==> config.mk <==
export PLATFORM = sky130hd
export DESIGN_NAME = seq_detect_param
export DESIGN_NICKNAME = d
export VERILOG_FILES = /design/src/rtl/seq_detect_pkg.sv /design/src/rtl/seq_hist_cmp.sv /design/src/rtl/seq_detect_param.sv
export SDC_FILE = /design/constraint.sdc
export NUM_CORES = 1
export LEC_CHECK = 0
export CAP_MARGIN = 20
export CORE_MARGIN = 2
export CORE_UTILIZATION = 49
export CTS_CLUSTER_DIAMETER = 30
export CTS_CLUSTER_SIZE = 30
export DETAILED_ROUTE_END_ITERATION = 16
export PLACE_DENSITY = 0.75
export SLEW_MARGIN = 20
export SYNTH_ARGS = -nofsm -noshare
export SYNTH_HDL_FRONTEND = slang
export SYNTH_SLANG_ARGS = --single-unit
==> constraint.sdc <==
create_clock -name clk -period 1.8 [get_ports clk]
set_input_delay 0.36 -clock clk [delete_from_list [all_inputs] [get_ports clk]]
set_output_delay 0.36 -clock clk [all_outputs]
set_load 0.01 [all_outputs]
==> src/rtl/seq_detect_pkg.sv <==
// Shared state encodings and default parameter values for the
// parameterised sequence detector.
package seq_detect_pkg;

   typedef enum logic [1:0] {
      RUN  = 2'b00,
      HIT  = 2'b01,
      LOAD = 2'b10
   } state_t;

   localparam int         DEF_SYM_W     = 3;
   localparam int         DEF_SEQ_LEN   = 4;
   localparam int         DEF_CNT_W     = 8;
   localparam logic [11:0] DEF_RESET_PAT = 12'o0703;

endpackage

==> src/rtl/seq_hist_cmp.sv <==
// Symbol history, saturating fill count and window-vs-pattern compare.
// The oldest symbol is never needed again once shifted, so only SEQ_LEN-1 are kept.
module seq_hist_cmp
   import seq_detect_pkg::*;
#(
   parameter int SYM_W   = DEF_SYM_W,
   parameter int SEQ_LEN = DEF_SEQ_LEN
) (
   input  logic                     clk,
   input  logic                     clear,
   input  logic                     i_shift,
   input  logic                     i_clr_fill,
   input  logic [SYM_W-1:0]         i_sym,
   input  logic [SYM_W*SEQ_LEN-1:0] i_pat,
   output logic                     o_cmp
);

   localparam int HW     = SYM_W * (SEQ_LEN - 1);
   localparam int FILL_W = $clog2(SEQ_LEN + 1);

   logic [HW-1:0]            r_hist;
   logic [FILL_W-1:0]        r_fill;
   logic [SYM_W*SEQ_LEN-1:0] w_window;

   // Newest symbol sits in the least-significant slot, matching the pattern layout.
   assign w_window = {r_hist, i_sym};
   assign o_cmp    = (r_fill >= FILL_W'(SEQ_LEN - 1)) && (w_window == i_pat);

   always_ff @(posedge clk) begin
      if (!clear) begin
         r_hist <= '0;
         r_fill <= '0;
      end else begin
         if (i_shift)
            r_hist <= w_window[HW-1:0];
         if (i_clr_fill)
            r_fill <= '0;
         else if (i_shift && (r_fill != FILL_W'(SEQ_LEN)))
            r_fill <= r_fill + 1'b1;
      end
   end

endmodule

==> src/rtl/seq_detect_param.sv <==
// Programmable sequence detector: FSM, loadable pattern, saturating hit counter.
// Match is registered into the HIT state, so out is a pure Moore output.
module seq_detect_param
   import seq_detect_pkg::*;
#(
   parameter int                         SYM_W     = DEF_SYM_W,
   parameter int                         SEQ_LEN   = DEF_SEQ_LEN,
   parameter int                         CNT_W     = DEF_CNT_W,
   parameter logic [SYM_W*SEQ_LEN-1:0]   RESET_PAT = DEF_RESET_PAT
) (
   input  logic             clk,
   input  logic             clear,
   input  logic [SYM_W-1:0] in,
   input  logic             in_valid,
   input  logic             overlap,
   input  logic             load,
   input  logic [SYM_W-1:0] load_sym,
   output logic             out,
   output logic [1:0]       state,
   output logic [CNT_W-1:0] hit_cnt
);

   localparam int PTR_W = (SEQ_LEN > 2) ? $clog2(SEQ_LEN) : 1;

   state_t                   r_state;
   state_t                   w_state_nxt;
   logic [SYM_W*SEQ_LEN-1:0] r_pat;
   logic [SYM_W*SEQ_LEN-1:0] w_pat_nxt;
   logic [PTR_W-1:0]         r_ptr;
   logic [PTR_W-1:0]         w_ptr_nxt;
   logic [PTR_W-1:0]         w_wr_idx;
   logic [CNT_W-1:0]         r_cnt;
   logic                     w_wr_en;
   logic                     w_clr_fill;
   logic                     w_accept;
   logic                     w_cmp;
   logic                     w_match;

   assign w_accept = in_valid && !load && (r_state != LOAD);
   assign w_match  = w_accept && w_cmp;

   seq_hist_cmp #(
      .SYM_W   (SYM_W),
      .SEQ_LEN (SEQ_LEN)
   ) u_hist (
      .clk        (clk),
      .clear      (clear),
      .i_shift    (w_accept),
      .i_clr_fill (w_clr_fill),
      .i_sym      (in),
      .i_pat      (r_pat),
      .o_cmp      (w_cmp)
   );

   always_ff @(posedge clk) begin
      if (!clear) begin
         r_state <= RUN;
         r_pat   <= RESET_PAT;
         r_ptr   <= '0;
         r_cnt   <= '0;
      end else begin
         r_state <= w_state_nxt;
         r_pat   <= w_pat_nxt;
         r_ptr   <= w_ptr_nxt;
         if (w_match && (r_cnt != '1))
            r_cnt <= r_cnt + 1'b1;
      end
   end

   always_comb begin
      w_state_nxt = r_state;
      w_ptr_nxt   = r_ptr;
      w_wr_en     = 1'b0;
      w_wr_idx    = '0;
      w_clr_fill  = 1'b0;
      case (r_state)
         RUN, HIT: begin
            if (load) begin
               w_wr_en     = 1'b1;
               w_ptr_nxt   = PTR_W'(1);
               w_clr_fill  = 1'b1;
               w_state_nxt = LOAD;
            end else if (w_match) begin
               w_clr_fill  = !overlap;
               w_state_nxt = HIT;
            end else begin
               w_state_nxt = RUN;
            end
         end
         LOAD: begin
            if (load) begin
               w_wr_en  = 1'b1;
               w_wr_idx = r_ptr;
               if (r_ptr == PTR_W'(SEQ_LEN - 1)) begin
                  w_ptr_nxt   = '0;
                  w_clr_fill  = 1'b1;
                  w_state_nxt = RUN;
               end else begin
                  w_ptr_nxt = r_ptr + 1'b1;
               end
            end
         end
         default: w_state_nxt = RUN;
      endcase
   end

   // Slot 0 is the first expected symbol and lives in the most-significant slot.
   always_comb begin
      w_pat_nxt = r_pat;
      for (int i = 0; i < SEQ_LEN; i++) begin
         if (w_wr_en && (w_wr_idx == PTR_W'(i)))
            w_pat_nxt[(SEQ_LEN-1-i)*SYM_W +: SYM_W] = load_sym;
      end
   end

   assign out     = (r_state == HIT);
   assign state   = r_state;
   assign hit_cnt = r_cnt;

endmodule

==> flow_metrics.env <==
export IMPL_cts_sinks=36
export IMPL_reg2reg_from="u_hist.r_fill[0]"
export IMPL_crit_type="reg -> reg"
export IMPL_die_h_um=63.5
export IMPL_yosys_area_top_type="dfxtp_1"
export IMPL_antenna_left=0
export IMPL_worst_slew_pin_slew_ps=370
export IMPL_rsz0062_at_grt="true"
export IMPL_syn_area_um2=1740
export IMPL_report_final_slew_viol_count=0
export IMPL_fin_crit_ps=1810
export IMPL_synth_commonest_cells="dfxtp_1 (36), nand2_1 (32), a21oi_1 (17), mux2i_1 (15), nor2_1 (15)"
export IMPL_wl_per_cell_um=13.6
export IMPL_p_leak_nw=0.919
export IMPL_grt_use_total_pct=20.9
export IMPL_highest_layer="met4"
export IMPL_yosysWarnings=0
export IMPL_timing_fmax_mhz=552
export IMPL_layout_cells_non_filler=292
export IMPL_cap_violations=0
export IMPL_postSynth_asyncResetShare_pct=0
export IMPL_critPathCaptureType="register"
export IMPL_peakVddDrop_v=0.000565
export IMPL_critPathLaunch="u_hist.r_fill[0]"
export IMPL_grt_pass1_vias=1430
export IMPL_core_um2=3360
export IMPL_power_density_nw_per_um2=586
export IMPL_drcViolationCount=0
export IMPL_min_path_type="reg -> reg"
export IMPL_setup_viol=2
export IMPL_n_fill_cell=288
export IMPL_rows=21
export IMPL_wl_mm=3.97
export IMPL_status="complete, but fails checks"
export IMPL_antenna_found_initial=0
export IMPL_routed_wl_met3_um=146
export IMPL_die_x_um=63.5
export IMPL_place_congestion=0.843
export IMPL_netlist_top_cells_area="dfxtp_1 (41%), mux2i_1 (8.6%), nand2_1 (6.9%), xor2_1 (6.1%), a21oi_1 (4.9%)"
export IMPL_clockBufferDepth=2
export IMPL_hold_viol=0
export IMPL_worstHoldStart="u_hist.r_hist[5]"
export IMPL_num_vias=1537
export IMPL_cts_tree="done"
export IMPL_violations="negative setup slack"
export IMPL_nNetsFinal=264
export IMPL_timing_final_crit_share_pct=101
export IMPL_drive_gt1_share_pct=22.4
export IMPL_fin_total_pwr_mw=1.36
export IMPL_first_iter_violations=57
export IMPL_clock_latency_ps=340
export IMPL_synth_edf_count=0
export IMPL_synth_seq_cells=36
export IMPL_wl_met2_mm=1.89
export IMPL_setup_ws_ps=-12.8
export IMPL_initial_core_util_pct=51.6
export IMPL_grt_overflow=0
export IMPL_worstPathArrival_ps=2100
export IMPL_synth_cell_types=37
export IMPL_cts_buffers=5
export IMPL_num_antenna_cells=0
export IMPL_path_max_fanout=7
export IMPL_yosys_area_top_type_share_pct=41.5
export IMPL_postSynthAreaPerCell_um2=8.56
export IMPL_fin_util_pct=69.1
export IMPL_port_buffers=21
export IMPL_synthesis_nets=219
export IMPL_dr_pass1_iters=4
export IMPL_yosysMostFrequentCell="dfxtp_1"
export IMPL_setup_tns_final_ps=-24.1
export IMPL_dpl_hpwl_mm=2.89
export IMPL_grt_start_max_net_pins=16
export IMPL_grt_pass1_wl_mm=6.58
export IMPL_holdWs_ps=476
export IMPL_clk_pin_slew_ps=110
export IMPL_clock_root_buffer="clkbuf_4"
export IMPL_clock_skew_ps=12.1
export IMPL_synth_main_ff_cell="dfxtp_1"
export IMPL_start_kind="register"
export IMPL_cts_htree_levels=2
export IMPL_die_area_um2=4040
export IMPL_dpl_cell_count=284
export IMPL_io_pins=22
export IMPL_yosysSeqAreaShare_pct=41.5
export IMPL_critPathRequiredTime_ps=2090
export IMPL_area_delta_synth_final_pct=33.8
export IMPL_viasPerCell=5.26
export IMPL_syn_instance_count=203
export IMPL_slew_headroom_pct=75.3
export IMPL_wl_met1_mm=1.89
==> where the power goes <==
group          leakage, nW  switching, mW  internal (mW)
logic                0.600         0.0843         0.0772
registers            0.296         0.0140          0.810
clock network       0.0230          0.246          0.130
total                0.919          0.344           1.02
==> state kept, by name (all words and copies together) (netlist names) <==
signal,count
u_hist.r_fill,3
r_pat,12
state,2
r_ptr,2
hit_cnt,8
u_hist.r_hist,9
==> layer usage <==
| layer | global-route usage (%) | vias up |
|---|---|---|
| li1 | - | 797 |
| met1 | 28.0 | 707 |
| met2 | 32.5 | 27 |
| met3 | 6.07 | 6 |
| met4 | 6.52 | 0 |
| met5 | 0 | - |
==> cell families after synthesis <==
logic type	Yosys count	synth area share (%)
and+or+nand+nor	83	24.0
DFF	36	41.5
AOI/OAI and AO/OA	33	11.5
buffers and inverters	18	4.25
muxes	15	8.65
xor gates and xnor gates	13	6.56
adders and majority gates	5	3.60
==> timing repair <==
action / in CTS / in global routing
buffers inserted: 2 / 1
setup endpoints to repair: 7 / 14
hold buffers: 0 / 0
pin swaps: 8 / 13
gates resized for setup: 6 / 26
==> path summary, 6_finish.rpt <==
kind	endpoint	cells after the start	slack [ps]
worst max-delay path	hit_cnt[3]	8	-10
worst min-delay path	u_hist.r_hist[8]	2	480
worst max register to register	hit_cnt[3]	8	-10
worst min register to register	u_hist.r_hist[8]	2	480
==> through the flow <==
| stage | cell area [um^2] | setup WS, ps |
|---|---|---|
| 5_1_grt | 2320 | -130 |
| 4_1_cts | 2210 | -3.31 |
| 3_5_place_dp | 2140 | -294 |
| 2_1_floorplan | 1740 | 43.8 |
| 6_report | 2320 | -12.8 |
| 3_3_place_gp | 2140 | -231 |
==> cells in the final DEF, fill, tap and decap left out, drive strengths merged, types with 2 or more instances in the layout <==
| cell type | count |
|---|---|
| o21ai | 4 |
| buf | 28 |
| dfxtp | 36 |
| inv | 6 |
| mux2i | 15 |
| clkdlybuf4s50 | 18 |
| or3 | 2 |
| nor3 | 4 |
| nor4 | 5 |
| dlymetal6s2s | 2 |
| nor2b | 2 |
| nand2 | 32 |
| o31ai | 6 |
| nand3 | 5 |
| nand2b | 4 |
| a21oi | 17 |
| or4 | 4 |
| xor2 | 12 |
| nand4 | 3 |
| ha | 5 |
| nor2 | 15 |
| clkbuf | 5 |
| nand4b | 2 |
==> critical path, stage by stage, from the launching register on <==
cell and delay, ps:
dfxtp_2 350, ha_2 170, ha_2 190, a211oi_4 50
nor2_1 100, nand4b_1 110, buf_6 150, or4_4 500
a21oi_2 140
==> final cells by class <==
cell class	count	area, um^2	share of cell area (%)
multi-input cells	149	1040	44.6
flip-flops and latches	36	734	31.6
well taps	46	57.6	2.48
inverters	7	26.3	1.13
repair buffers	49	432	18.6
clock buffers	5	37.5	1.62
No activity file was read; power rests on OpenSTA's default activity.
